File: config.mk
export PLATFORM = sky130hd
export DESIGN_NAME = keypad_scanner
export DESIGN_NICKNAME = d
export VERILOG_FILES = /design/src/rtl/keypad_pkg.sv /design/src/rtl/keypad_scanner.sv
export SDC_FILE = /design/constraint.sdc
export NUM_CORES = 1
export LEC_CHECK = 0
export CORE_ASPECT_RATIO = 1.2
export CORE_MARGIN = 3
export CORE_UTILIZATION = 28
export DETAILED_ROUTE_END_ITERATION = 7
export PLACE_DENSITY = 0.56
export SETUP_SLACK_MARGIN = 0.05
export SLEW_MARGIN = 20
export SYNTH_ARGS = -nofsm -noshare
export SYNTH_HDL_FRONTEND = slang
export SYNTH_SLANG_ARGS = --single-unit
export TNS_END_PERCENT = 50
File: constraint.sdc
create_clock -name clk -period 3.05 [get_ports clk]
set_clock_uncertainty 0.2 [all_clocks]
set_input_delay 0.7625 -clock clk [delete_from_list [all_inputs] [get_ports clk]]
set_output_delay 0.7625 -clock clk [all_outputs]
set_load 0.05 [all_outputs]
File: src/rtl/keypad_pkg.sv
// Shared types and constants for the 4x4 keypad scan controller.
package keypad_pkg;

    // Scan controller states.
    typedef enum logic [1:0] {
        SCAN       = 2'd0,
        DB_PRESS   = 2'd1,
        HELD       = 2'd2,
        DB_RELEASE = 2'd3
    } state_e;

    // Hex code printed on each key, indexed [row][col].
    localparam logic [3:0] KEYMAP [4][4] = '{
        '{4'h1, 4'h2, 4'h3, 4'hA},
        '{4'h4, 4'h5, 4'h6, 4'hB},
        '{4'h7, 4'h8, 4'h9, 4'hC},
        '{4'hE, 4'h0, 4'hF, 4'hD}
    };

    // True when exactly one row bit is set.
    function automatic logic is_onehot(input logic [3:0] s);
        return (s == 4'b0001) || (s == 4'b0010) || (s == 4'b0100) || (s == 4'b1000);
    endfunction

    // Row index of a one-hot row code; only meaningful when is_onehot(s).
    function automatic logic [1:0] onehot_to_idx(input logic [3:0] s);
        logic [1:0] idx;
        idx = 2'd0;
        if (s[1]) idx = 2'd1;
        if (s[2]) idx = 2'd2;
        if (s[3]) idx = 2'd3;
        return idx;
    endfunction

endpackage

File: src/rtl/keypad_scanner.sv
// 4x4 matrix keypad scanner: drives one active-low column at a time, debounces
// press and release on the held column, and emits one key_valid pulse per press.
//
// There is no handshake: key_valid is a one-cycle strobe qualifying key_code,
// and the consumer must take it in that cycle (there is no ready/backpressure).
module keypad_scanner
    import keypad_pkg::*;
#(
    parameter int SETTLE_CYCLES   = 4,
    parameter int DEBOUNCE_CYCLES = 50000
) (
    input  logic       clk,
    input  logic       reset,
    input  logic [3:0] sense,
    output logic [3:0] col_n,
    output logic [3:0] key_code,
    output logic       key_valid,
    output logic       key_pressed,
    output state_e     state_dbg
);

    localparam int MAXC = (SETTLE_CYCLES > DEBOUNCE_CYCLES) ? SETTLE_CYCLES : DEBOUNCE_CYCLES;
    localparam int CW   = (MAXC > 1) ? $clog2(MAXC) : 1;

    localparam logic [CW-1:0] SETTLE_LAST   = CW'(SETTLE_CYCLES - 1);
    localparam logic [CW-1:0] DEBOUNCE_LAST = CW'(DEBOUNCE_CYCLES - 1);

    state_e        state_q, state_d;
    logic [1:0]    col_idx_q, col_idx_d;
    logic [1:0]    row_idx_q, row_idx_d;
    logic [CW-1:0] cnt_q, cnt_d;
    logic [3:0]    col_n_q;
    logic [3:0]    key_code_q, key_code_d;
    logic          key_valid_q, key_valid_d;
    logic          key_pressed_q, key_pressed_d;
    logic [3:0]    row_mask;

    // Row code expected on sense while the latched key stays down.
    assign row_mask = 4'b0001 << row_idx_q;

    // State register; column drive is registered from the next column index.
    always_ff @(posedge clk or negedge reset) begin
        if (!reset) begin
            state_q       <= SCAN;
            col_idx_q     <= 2'd0;
            row_idx_q     <= 2'd0;
            cnt_q         <= '0;
            col_n_q       <= 4'b1110;
            key_code_q    <= 4'h0;
            key_valid_q   <= 1'b0;
            key_pressed_q <= 1'b0;
        end else begin
            state_q       <= state_d;
            col_idx_q     <= col_idx_d;
            row_idx_q     <= row_idx_d;
            cnt_q         <= cnt_d;
            col_n_q       <= ~(4'b0001 << col_idx_d);
            key_code_q    <= key_code_d;
            key_valid_q   <= key_valid_d;
            key_pressed_q <= key_pressed_d;
        end
    end

    // Next-state logic: scan, press debounce, hold, release debounce.
    always_comb begin
        state_d       = state_q;
        col_idx_d     = col_idx_q;
        row_idx_d     = row_idx_q;
        cnt_d         = cnt_q;
        key_code_d    = key_code_q;
        key_valid_d   = 1'b0;
        key_pressed_d = key_pressed_q;

        unique case (state_q)
            SCAN: begin
                if (cnt_q == SETTLE_LAST) begin
                    cnt_d = '0;
                    if (is_onehot(sense)) begin
                        row_idx_d = onehot_to_idx(sense);
                        state_d   = DB_PRESS;
                    end else begin
                        // No key or ambiguous multi-row: try the next column.
                        col_idx_d = col_idx_q + 2'd1;
                    end
                end else begin
                    cnt_d = cnt_q + CW'(1);
                end
            end

            DB_PRESS: begin
                if (sense == row_mask) begin
                    if (cnt_q == DEBOUNCE_LAST) begin
                        cnt_d         = '0;
                        key_code_d    = KEYMAP[row_idx_q][col_idx_q];
                        key_valid_d   = 1'b1;
                        key_pressed_d = 1'b1;
                        state_d       = HELD;
                    end else begin
                        cnt_d = cnt_q + CW'(1);
                    end
                end else begin
                    // Any disturbance abandons the press and resumes scanning.
                    cnt_d     = '0;
                    col_idx_d = col_idx_q + 2'd1;
                    state_d   = SCAN;
                end
            end

            HELD: begin
                if (sense != row_mask) begin
                    cnt_d   = '0;
                    state_d = DB_RELEASE;
                end
            end

            DB_RELEASE: begin
                if (sense == 4'b0000) begin
                    if (cnt_q == DEBOUNCE_LAST) begin
                        cnt_d         = '0;
                        key_pressed_d = 1'b0;
                        col_idx_d     = col_idx_q + 2'd1;
                        state_d       = SCAN;
                    end else begin
                        cnt_d = cnt_q + CW'(1);
                    end
                end else if (sense == row_mask) begin
                    // Release bounce: the same key is still down.
                    cnt_d   = '0;
                    state_d = HELD;
                end else begin
                    // A different row or several rows: wait for all keys up.
                    cnt_d = '0;
                end
            end

            default: begin
                state_d = SCAN;
                cnt_d   = '0;
            end
        endcase
    end

    assign col_n       = col_n_q;
    assign key_code    = key_code_q;
    assign key_valid   = key_valid_q;
    assign key_pressed = key_pressed_q;
    assign state_dbg   = state_q;

endmodule

======== Word level (Yosys, flattened, before mapping) ========
Index checks and enable logic that the tools add are counted.
word-level totals
  flip-flop bits (word level) ............. 32
  latch bits .............................. 0
  RAM bits ................................ 0
  memory bits (read-only) ................. 0
  word-level logic and storage cells ...... 86
  memories ................................ 0
operators by class
  add/sub/neg operators ................... 2
  multipliers ............................. 0
  divide/modulo/power cells ............... 0
  $lt $le $gt $ge ......................... 2
  equal/unequal tests ..................... 21
  shift operators ......................... 2
  muxes and demuxes ....................... 38
  bitwise logic cells ..................... 3
  reductions and logical operators ........ 10
operators by type and width
  cell                                              number
  two-way mux 16 bit                                7
  one-hot mux 16 bit (4 select lines)               1
  binary-select mux 16 bit (select 2 bit)           1
  two-way mux 2 bit                                 15
  adder 16 x 1 -> 16 bit (second input constant)    1
  == test 16 bit (second input constant)            1
  == test 16 x 2 -> 1 bit (second input constant)   1
  inequality test 2 bit (second input constant)     7
  inequality test 3 bit (second input constant)     3
  binary-select mux 4 bit (select 2 bit)            1
  two-way mux 1 bit                                 8
  two-way mux 4 bit                                 2
  one-hot mux 2 bit (4 select lines)                1
  << shifter 1 x 2 -> 4 bit (first input constant)  2
  >= comparator 3 bit (second input constant)       2
  NOT 2 -> 3 bit                                    2
  one-hot mux 2 bit (3 select lines)                1
  AND reduction 3 bit                               2
  AND reduction 6 bit                               1
  AND reduction 5 bit                               1
  == test 2 bit (second input constant)             2
  == test 4 x 1 -> 1 bit (second input constant)    1
  == test 4 x 2 -> 1 bit (second input constant)    1
  == test 4 x 3 -> 1 bit (second input constant)    1
  other kinds (11)                                  13

======== Logic depth before layout (Yosys ltp) ========
Gate-level depths: netlist (run 1).
  word-level depth ........................ 9
  gate-level depth with buffers ........... 8
  depth with buffers taken out ............ 7

======== Worst setup path before layout (run 1) ========
No wires, ideal clock.
  path type ............................... input-to-reg
  start point ............................. input port sense[1]
  end point ............................... register key_code_q[0], in the netlist key_code[0]
  library setup time ...................... 0.065 ns
  data arrival time ....................... 2.452 ns
  required time ........................... 2.785 ns
  path slack .............................. 0.333 ns
  stages .................................. 7
  cell sequence ........................... or3b_1 a2111oi_2 o21ai_2 or3_1 buf_2 a211oi_1 a21o_1
between the ends
  cells in the longest elaborated chain, start to end .. 2
RTL lines
  item                                  line                  source
  start, declared                       keypad_scanner.sv:14  input logic [3:0] sense,
  == test 4 bit                         keypad_scanner.sv:91  if (sense == row_mask) begin
  AND reduction 3 bit (no source line)  --
  end signal, assigned                  keypad_scanner.sv:58  key_code_q <= key_code_d;
  end, declared                         keypad_scanner.sv:33  logic [3:0] key_code_q, key_code_d;
Every way passes these cells.
A chain may end at the register's enable or synchronous reset.

======== Worst setup path after layout (run 1) ========
  start point ............................. input port sense[2]
  end point ............................... register cnt_q[4]
between the ends
  cells in the longest elaborated chain, start to end .. 3
  elaborated cells on any way between the ends .. 7
  classes of those cells .................. eq/ne: 3; mux: 3; reduce/logical: 1
RTL lines
  item                                              line                                         source
  == test 4 bit or zero test 4 bit (tied branches)  keypad_scanner.sv:91, keypad_scanner.sv:117
  two-way mux 16 bit (on tied branches)             keypad_scanner.sv:91, keypad_scanner.sv:117
  one-hot mux 16 bit (4 select lines)               keypad_scanner.sv:74                         unique case (state_q)
  end signal, assigned                              keypad_scanner.sv:56                         cnt_q <= cnt_d;
  end, declared                                     keypad_scanner.sv:31                         logic [CW-1:0] cnt_q, cnt_d;
Parallel ways exist; a longest one is shown, timed or not.

==> results, run 1 <==
- The run finished with clean final reports.
- The number of DRC violations after detailed routing is 0.
- After routing, the total negative slack on setup checks comes to 0 ns.
- The transition time at the pin with the least slew margin is around 0.59 ns.
- The sequential cell area is roughly 800 um^2.
- The first global-routing pass estimated 6934 um of wire.
- The number of top-level pins is 18.
- The synthesized area divided by synthesized cell count is 9.404 um^2.
- The area of the die is roughly 7400 um^2.
- The minimum hold slack is 0.2760 ns.
- The worst slew margin relative to its limit is approximately three fifths.
- Clock tree synthesis selected as its root buffer the cell clkbuf_8.
- The critical path ends at cnt_q[4].
- For this configuration, the core starts out at a cell density of 29.15%.
- The register share of total power is 42.5%.
- The share of total power in the clock network is a little over a fifth.
- The TritonCTS clock tree is yes.
- The top-area cell type share of the netlist area is between 40% and 50%.
- The category of the worst setup path capture point is a flip-flop.
- In this run, distinct cell masters in the synthesized netlist total 44.
- The area of the core is just over 6000 um^2.
- The leakage power is 1.033 nW.
- The power spent charging and discharging nets is 0.0006120 W.
- By startpoint and endpoint, the worst setup path is classified as in -> reg.
- The number of nets handed over by synthesis was roughly 200.
- The worst register-to-register path ends at col_n[0].
- The slack of the worst reg-to-reg path is 0.40 ns.
- The number of H-tree levels is 2.
- The fraction of power spent switching nets is between 30% and 40%.
- The final critical-path setup slack is ~0.14 ns.
- 0 antenna diodes ended up in the layout.
- For the worst setup path, the data required time is just over 3 ns.
- The average routed wire per standard cell is about 13 um.
- The cell count of the worst reg-to-reg path is 6.
- Measured along the x axis, the die boundary spans 78.92 um.
- TritonCTS created 5 clock buffers.
- The final RePlAce weighted congestion is 0.7920.
- For this block, the routed nets add up to approximately 4000 um of wire.
- After synthesis the cells add up to 1787 um^2.
- The final count of pins violating max slew is 0.
- Once detailed placement completed, the half-perimeter wirelength came to 2841 um.
- The most frequent standard cell in the layout excluding fill and tap cells is dfrtp_1.
- The tool flagged a number of max-cap violations equal to 0.
- The number of hold buffers added after CTS was 0.
- The number of nets in the layout is 231.
- Prior to clock tree synthesis, the placed netlist has a worst setup slack of -0.2492 ns.
- The worst path needs a little under 3 ns of the cycle, external delays included.
- The async set-or-reset flop fraction in the synthesized netlist is 100.0%.
- The via count of the first global-routing pass is approximately 1500.
- The layout-stage area growth over the synthesis result is 29.48%.
- In this run the remaining antenna-violating nets after routing total 0.
- The initial antenna violation count is 0.
- In this run the most critical hold path is launched from key_code[0].
- The data arrival time of the critical path is between 2 and 3 ns.
- Global routing used a little under an eighth of the available tracks across all layers.
- The via count normalized by instance count is ~5.0.
- Total power for the finished layout comes to approximately 0.0015 W.
- The most used flip-flop cell after synthesis is dfrtp_1.
- The synthesized design contains 0 enable-type register cells.
- The worst hold-check path type is reg -> reg.
- In the layout the commonest cells are dfrtp_1 (29), nor2_1 (20), buf_4 (18), clkdlybuf4s50_1 (17), xor2_1 (12).
- The latest clock arrival within the worst-skew pair is approximately 0.29 ns.
- The total of buffers placed on input and output ports is 17.
- In this run the critical register-to-register path is launched from cnt_q[10].
- The cell-internal power is ~0.0009 W.
- The filler cell count is ~660.
- The number of endpoints with negative hold slack in the final report is 0.
- The cell count after synthesis came out at between 150 and 200.
- The top achievable clock speed is approximately 0.34 GHz.
- The total of flip-flops plus latches after synthesis is 32.
- Across all layers, the routed design uses 1530 vias.
- Setup violations remaining at the end of the flow were counted as 0.
- The total area of multi-input combinational cells is 969.7 um^2.
- Of all cell types, the one taking the most synthesized area is dfrtp_1.
- Combinational logic is responsible for about 36% of the overall power.
- The floorplan has 31 rows.
- The DRC marker count from the first detailed-route iteration is 67.
- Entering global routing, the biggest net connects 33 pins.
- The fraction of final layout cells with drive strength greater than 1 is around 20%.
- The number of buffers between clock root and the deepest sink is 2.
- The clock net in this run drives a total of 32 sinks.
- Setup repair after global routing could not meet its margin everywhere.
- The total global routing overflow is 0.
- The height of the die is roughly 94 um.
- The final clock period utilization by the worst path is 95.51%.
- Along the worst hold path, the cell count comes to 1.
- Clock-pin slew was measured on the worst setup and hold paths at roughly 0.070 ns.
- Yosys attributes the largest share of cell area to dfrtp_1 (41%), xor2_1 (5.9%), dfstp_2 (4.4%), nor2_1 (4.2%), nand4_1 (3.9%).
- The biggest fanout along the worst timing path is 8.
- The most critical setup path has its startpoint at sense[2].
- Dividing total power by cell area gives a power density of roughly 660 nW/um^2.
- The peak supply drop is roughly 0.25 mV.
- During synthesis, Yosys emitted a total of 0 warnings.
- The share of the yosys chip area belonging to registers is a little under half.
- The worst setup path is launched from an input port.
- For this run, the detailed router's first-pass iteration total came to 4.
## worst min path at each step
stage / end
floorplan: cnt_q[0]
global placement: key_code[0]
detailed placement: key_code[2]
CTS: key_code[2]
global route: key_code[2]
finish: key_code[0]
## final cells by class
type,instances,share of cell area (%)
Tap cell,82,4.435
Clock inverter,3,0.8112
Timing Repair Buffer,37,14.28
Sequential cell,32,34.78
Multi-Input combinational cell,143,41.91
Inverter,5,0.8112
Clock buffer,5,2.975
## routing by layer
| metal | track usage [%] | routed length, um |
|---|---|---|
| met1 | 14.44 | 1756 |
| met3 | 2.890 | 128 |
| met2 | 20.40 | 2094 |
| met5 | 0 | 0 |
| met4 | 3.438 | 50 |
## worst max-delay path, cell delays in order
cell and delay [ns]:
clkdlybuf4s50_1 0.47, or3b_4 0.39, a2111oi_4 0.29, buf_4 0.17, o21ai_2 0.07, buf_4 0.16
o31a_1 0.34, o21ai_1 0.17, a21o_1 0.13
## through the flow
| stage | util [%] | cells | area (um^2) |
|---|---|---|---|
| after global placement | 35.38 | 297 | 2168 |
| after CTS | 36.89 | 305 | 2261 |
| final | 37.75 | 307 | 2313 |
| after global routing | 37.75 | 307 | 2313 |
| after detailed placement | 35.38 | 297 | 2168 |
| after floorplan | - | 190 | 1787 |
## power groups by stage
stage	Sequential, W	Combinational, W	Clock [W]
after floorplan	0.000664	0.000358	0
after global placement	0.000654	0.000525	0
after detailed placement	0.000657	0.000532	0
after CTS	0.000647	0.000537	0.000340
after global routing	0.000670	0.000625	0.000355
final	0.000652	0.000558	0.000326
## Yosys cell counts, types with 4 or more instances
cell and n:
clkbuf_1 9, nand2b_1 4, nand3_1 5, xor2_1 12, and3_1 6, nand4_1 11
dfrtp_1 29, nand2_1 10, nor2_1 20, inv_1 5, nor3_1 5, o21ai_0 13
and4_1 4, a21o_1 6
## cells by family (layout without fill, tap and decap cells)
kind of cell | count (synthesis) | after routing | synth area share, %
and+or+nand+nor | 86 | 86 | 26.96
muxes | 4 | 4 | 2.381
xor gates and xnor gates | 15 | 15 | 7.353
buffers and inverters | 15 | 50 | 3.221
DFF | 32 | 32 | 45.03
AOI/OAI and AO/OA | 37 | 37 | 14.36
adders and majority gates | 1 | 1 | 0.7002
## state kept, by name (all words and copies together) (netlist names)
name / cells
key_valid: 1
cnt_q: 16
state_dbg: 2
col_idx_q: 2
col_n: 4
key_code: 4
key_pressed: 1
row_idx_q: 2
## what timing repair did
action | in CTS | in global routing
endpoints found under the setup margin | 2 | 21
endpoints found under the hold margin | 0 | 0
buffers inserted | 0 | 1
resized for setup | 1 | 12
cloned | 0 | 1
(Power assumes the default switching activity.)
==> run 2, diff against run 1 <==
--- a/config.mk
+++ b/config.mk
@@ -5,7 +5,7 @@
 export SDC_FILE = /design/constraint.sdc
 export NUM_CORES = 1
 export LEC_CHECK = 0
-export CORE_ASPECT_RATIO = 1.2
+export CORE_ASPECT_RATIO = 1.5
 export CORE_MARGIN = 3
 export CORE_UTILIZATION = 28
 export DETAILED_ROUTE_END_ITERATION = 7
==> results, run 2 (synthesis results as in run 1) <==
- The total power is 0.001603 W.
- The data required time of the worst path is 3.09 ns.
- The signal on the critical path passes through clkdlybuf4s50_1 -> or3b_1 -> a2111oi_4 -> o21ai_4 -> or3_1 -> a211oi_1 -> a21o_1.
- The number of top-level pins is 18.
- The detail route stage leaves a number of antenna-violating nets equal to 0.
- The wire-length estimate of the detail-placed layout is between 2000 and 3000 um.
- The final period demand of the worst path is approximately 2.9 ns.
- The number of buffers added by the clock tree synthesis step is 5.
- The latest clock arrival within the worst-skew pair is ~0.29 ns.
- The final count of pins violating max slew was 0.
- The number of endpoints with negative hold slack in the final report came to 0.
- The reported max-cap violation count is 0.
- In this run the cell area measured after placement is 2151 um^2.
- Buffers inserted to repair hold after CTS numbered 0.
- In this run the worst hold path is classified as reg -> reg.
- The first detailed-routing pass took 4 iterations.
- The die covers between 7000 and 8000 um^2.
- Counting the fill cells in the layout gives around 600.
- The standard cell with the maximum stage delay on the critical path is or3_1.
- The leakage power is between 1 and 1.5 nW.
- The fraction of final layout cells with drive strength greater than 1 is between 15 and 20%.
- The via count of the first global-routing pass is between 1000 and 1500.
- Of the available clock period, the critical path in the final layout requires 96.48%.
- After detailed routing, the average wire length per cell comes to roughly 14 um.
- The finished cells cover 2307 um^2.
- The initial antenna violation count is 0.
- On the worst path, the slowest cell contributes a delay of 0.48 ns.
- The final critical-path setup slack is ~0.11 ns.
- The top achievable clock speed is approximately 0.34 GHz.
- The setup slack after placement is -0.2068 ns.
- The biggest fanout along the worst timing path is 9.
- The register with the most flip-flops in the layout has 16 of them.
- The number of diodes added for antenna fixing is 0.
- The run finished with clean final reports.
- The number of buffer and inverter stages on the critical path is 1.
- The via count normalized by instance count is 5.098.
- The initial standard-cell utilization of the core is between 20% and 30%.
- Setup repair after global routing could not meet its margin everywhere.
- The DRC marker count from the first detailed-route iteration is 45.
- The largest register by flop count is cnt_q.
- Summed over all layers, the routed wires come to between 4000 and 5000 um.
- The global-route usage over all layers is 11.81%.
- The most frequent standard cell in the layout excluding fill and tap cells is dfrtp_1.
- Detailed routing inserted a total of ~1500 vias.
- Among cell families on the critical path, the largest total delay comes from simple AND/OR/NAND/NOR gates.
- The critical path is of the in -> reg type.
- In this run the core area contains 35 standard-cell rows.
- The total power per unit cell area is around 690 nW/um^2.
- Global routing finished with a remaining overflow of 0.
- Clock-pin slew was measured on the worst setup and hold paths at approximately 0.08 ns.
- The minimum hold slack is around 0.28 ns.
- The root buffer cell chosen for the clock tree is clkbuf_8.
- The number of sinks driven by the clock tree is 32.
- The transition time at the pin with the least slew margin is 0.5588 ns.
- The clock passes through at most 2 buffers.
- The type of element launching the critical path is an input port.
- The library cells used most frequently in the layout, excluding fill and tap cells, are dfrtp_1 (29), nor2_1 (20), buf_4 (16), clkdlybuf4s50_1 (15), xor2_1 (12).
- The TritonCTS clock tree is yes.
- The height of the die is around 100 um.
- The first-pass GRT wire length is just under 7000 um.
- Entering global routing, the biggest net connects 33 pins.
- Routability-driven placement finished with a final weighted congestion of 0.7903.
- The layout-stage area growth over the synthesis result is 29.13%.
- The final core area utilization is 37.37%.
- The number of nets in the layout is between 200 and 250.
- The worst pin sits at a relative slew slack of a little over three fifths.
- During placement, the flow inserted port buffers numbering 17.
- The setup-violating endpoint count in the final report is 0.
- From left edge to right edge, the die measures around 71 um.
- The data arrival time of the critical path is 2.98 ns.
- The number of H-tree levels is 2.
- The number of DRC violations after detailed routing is 0.
- The area of the core is between 6000 and 7000 um^2.
- The peak supply drop is about 0.24 mV.
- The category of the worst setup path capture point is a flip-flop.
run 2: cell count changes in the layout (fill, tap and decap cells not counted), moves of 2 or more:
| cell | before | now |
|---|---|---|
| o21ai_0 | 8 | 11 |
| o21ai_1 | 7 | 4 |
| buf_4 | 18 | 16 |
| clkdlybuf4s50_1 | 17 | 15 |
| dlymetal6s2s_1 | 0 | 2 |
run 2: path summary, 6_finish.rpt:
check,cells past startpoint,slack [ns],from,endpoint
worst max-delay path,7,0.11,sense[3],key_code[0]
worst min-delay path,1,0.28,key_code[0],key_code[0]
worst max register to register,6,0.44,cnt_q[10],col_n[0]
worst min register to register,1,0.28,key_code[0],key_code[0]
max in group asynchronous,2,1.65,reset,col_n[3]
min in group asynchronous,2,0.67,reset,key_code[0]
run 2: per-stage QoR:
stage	TNS (ns)	cells
6_report	0	296
5_1_grt	-0.08782	296
4_1_cts	0	296
3_5_place_dp	-2.485	288
3_3_place_gp	-2.159	288
2_1_floorplan	0	190
run 2: area by class of cell:
type / instances / area, um^2 / area share, %
multi-input cells: 143 / 964.7 / 41.81
flip-flops and latches: 32 / 804.5 / 34.87
repair buffers: 34 / 315.3 / 13.67
well taps: 74 / 92.59 / 4.013
clock buffers: 5 / 68.82 / 2.983
clock inverters: 3 / 42.54 / 1.844
inverters: 5 / 18.77 / 0.8135
run 2: where the power goes:
part           internal, W  total [W]  switching (W)  leakage [nW]
registers         0.000524   0.000649       0.000125         0.411
logic             0.000232   0.000541       0.000310         0.571
clock network     0.000242   0.000412       0.000171        0.0541
run 2: worst reg2reg max path: cells and delay by family (launching register included):
| kind | cells | cell delay (ns) |
|---|---|---|
| multiplexers | 1 | 0.27 |
| AND/OR/NAND/NOR | 3 | 1.16 |
| AO/OA/AOI/OAI | 2 | 0.47 |
| flip-flops | 1 | 0.41 |
run 2: what timing repair did:
action	in CTS	in global routing
setup endpoints to repair	0	8
buffers inserted	0	0
resized for setup	0	9
run 2: per-layer routing:
metal | GRT usage [%] | up-vias | wire length [um]
met2 | 21.12 | 21 | 2250
met4 | 4.839 | 0 | 73
met5 | 0 | - | 0
met1 | 12.83 | 731 | 1603
met3 | 3.010 | 7 | 135
li1 | - | 750 | -
==> run 3, diff against run 2 <==
--- a/config.mk
+++ b/config.mk
@@ -6,7 +6,7 @@
 export NUM_CORES = 1
 export LEC_CHECK = 0
 export CORE_ASPECT_RATIO = 1.5
-export CORE_MARGIN = 3
+export CORE_MARGIN = 2
 export CORE_UTILIZATION = 28
 export DETAILED_ROUTE_END_ITERATION = 7
 export PLACE_DENSITY = 0.56
==> results, run 3 (synthesis results as in run 1) <==
- The flow ran to the end, and the final reports show no timing, DRC or antenna violations.
- The number of buffers inserted by hold repair at cts is 0.
- The worst slew margin relative to its limit is between 60 and 70%.
- The number of buffer and inverter stages on the critical path is 2.
- The biggest fanout along the worst timing path is 8.
- The total global routing overflow is 0.
- The global-route usage over all layers is approximately an eighth.
- The category of the worst setup path capture point is a flip-flop.
- The initial antenna violation count is 0.
- Clock tree synthesis inserted a total of 5 buffers.
- The number of flip-flops in the largest register is 16.
- Counting buffers and inverters, the worst setup path is 8 cells deep.
- The leakage power is 1.045 nW.
- The setup path with the least slack is of type in -> reg.
- Clock latency on the worst-skew pair, taken at its later pin, is between 0.2 and 0.3 ns.
- For this run, design rule violations remaining after detail routing come to 0.
- The final count of pins violating max slew was 0.
- The total power per unit cell area is between 600 and 700 nW/um^2.
- The floorplan has 35 rows.
- The first-pass GRT wire length is ~6700 um.
- The maximum number of pins on one net before global-route repair is 33.
- At the worst endpoint, the arrival time is between 2 and 3 ns.
- The top achievable clock speed is around 0.35 GHz.
- The number of endpoints with negative hold slack in the final report is 0.
- In this run the remaining antenna-violating nets after routing total 0.
- The power spent charging and discharging nets is roughly 0.00061 W.
- The fraction of final layout cells with drive strength greater than 1 is 17.94%.
- The final layout contains 229 nets.
- The cell count of the worst hold path is 1.
- Setup violations remaining at the end of the flow were counted as 0.
- STA classifies the critical path startpoint as an input port.
- Once the floorplan was initialized, standard cells occupied between 20% and 30% of the core.
- The HPWL reported at the end of detailed placement is around 2800 um.
- The sum of negative setup slack is 0 ns.
- The via count of the first global-routing pass is roughly 1500.
- The min-delay analysis places its worst path in the category reg -> reg.
- The average routed wire per standard cell is between 10 and 15 um.
- The die span in x is ~70 um.
- For this design, the slowest cell found on the critical path is clkdlybuf4s50_1.
- The final RePlAce weighted congestion is roughly 0.78.
- For this run, the share of the core covered by cells in the final layout is 37.45%.
- The number of buffers between clock root and the deepest sink is 2.
- The library cell used most frequently in the layout, excluding fill and tap cells, is dfrtp_1.
- The largest register by flop count is cnt_q.
- The total wire length after detailed routing is roughly 4000 um.
- The number of H-tree levels is 2.
- The internal power of the cells totals approximately 0.0010 W.
- The region available for standard cell placement spans roughly 6200 um^2.
- The share of total power dissipated in the clock network is between 20 and 30%.
- Max-cap violations in this run came to 0.
- Setup repair after global routing left no endpoint under its margin.
- The layout-stage area growth over the synthesis result is 29.41%.
- The register share of total power is between 40% and 50%.
- The design draws approximately 0.0016 W.
- The final clock period utilization by the worst path is 95.01%.
- Subtracting the final worst setup slack from the clock period gives 2.898 ns.
- The data required time of the worst path is roughly 3 ns.
- Measured along the y axis, the die boundary spans 101.8 um.
- For the worst flop-to-flop path, the logic depth is 6.
- The signal on the critical path passes through clkdlybuf4s50_1 -> or3b_1 -> a2111oi_4 -> o21ai_2 -> buf_4 -> o31a_1 -> o21ai_0 -> a21o_1.
- Broken down by cell family, the worst path's largest delay share belongs to compound AO/OA/AOI/OAI gates.
- The peak supply drop is ~0.22 mV.
- The routed layout has between 1000 and 1500 vias.
- The TritonCTS clock tree is yes.
- The fraction of power spent switching nets is between 30 and 40%.
- The top cell types in the final layout, fill and taps aside, are dfrtp_1 (29), nor2_1 (20), buf_4 (17), clkdlybuf4s50_1 (15).
- 0 antenna diodes ended up in the layout.
- The number of sinks driven by the clock tree is 32.
- For this run, the slowest stage of the critical path takes 0.47 ns.
- The filler cells instantiated in the layout total 625.
- The area of the die is 7050 um^2.
- After clock tree synthesis, the clock-pin slew on the worst setup and hold paths is about 0.08 ns.
- The DRC marker count from the first detailed-route iteration is between 60 and 70.
- The via count normalized by instance count is between 4 and 5.
- The number of top-level pins is 18.
- The transition time at the pin with the least slew margin is roughly 0.5 ns.
- The total of buffers placed on input and output ports is 17.
- The number of detailed-routing iterations run before antenna repair is 4.
- The clock tree root buffer cell is clkbuf_8.
- The combinational cell fraction of total power is between 30% and 40%.
==> run 3: per-stage QoR <==
stage	hold WS [ns]	instances	area, um^2	setup WS, ns
finish	0.2812	297	2312	0.1521
CTS	0.2848	296	2262	0.1083
global route	0.3113	297	2312	0.04563
detailed placement	0.2670	288	2151	-0.1830
global placement	0.2612	288	2151	-0.1702
floorplan	0.2669	190	1787	0.3334
==> run 3: worst register-to-register path, stage by stage, from the launching register on <==
cell	delay [ns]
dfrtp_1	0.42
nor4_1	0.49
nand4_1	0.26
o21ai_0	0.30
o211ai_1	0.18
or2_2	0.35
mux2_2	0.28
==> run 3: repair_timing <==
item	in CTS	in global routing
gates resized for setup	0	8
endpoints found under the hold margin	0	0
endpoints found under the setup margin	0	8
buffers inserted	0	1
==> run 3: path summary, 6_finish.rpt <==
kind | slack, ns | to | startpoint
max | 0.15 | cnt_q[4] | sense[0]
min | 0.28 | key_code[3] | key_code[3]
max reg2reg | 0.47 | col_n[0] | cnt_q[10]
min reg2reg | 0.28 | key_code[3] | key_code[3]
max in group asynchronous | 1.65 | col_n[2] | reset
min in group asynchronous | 0.68 | key_code[3] | reset
==> run 3: layer usage <==
metal  share of wire [%]  GRT usage, %  up-vias
li1                    -             -      748
met1                  41         12.27      716
met2                  56         22.49       18
met3                 2.7         3.254        2
met4                0.48         3.922        0
met5                   0             0        -
==> run 3: power by group through the flow <==
stage | sequential, W | clock [W] | combinational [W]
CTS | 0.000648 | 0.000431 | 0.000536
detailed placement | 0.000657 | 0 | 0.000534
finish | 0.000653 | 0.000415 | 0.000543
global placement | 0.000655 | 0 | 0.000528
floorplan | 0.000664 | 0 | 0.000358
global route | 0.000670 | 0.000449 | 0.000606
==> run 3: area by class of cell <==
cell class | instances | area [um^2] | area share [%]
well taps | 74 | 92.59 | 4.004
clock buffers | 5 | 68.82 | 2.976
flip-flops and latches | 32 | 804.5 | 34.79
inverters | 5 | 18.77 | 0.8117
multi-input cells | 143 | 962.2 | 41.61
clock inverters | 3 | 42.54 | 1.840
repair buffers | 35 | 322.8 | 13.96
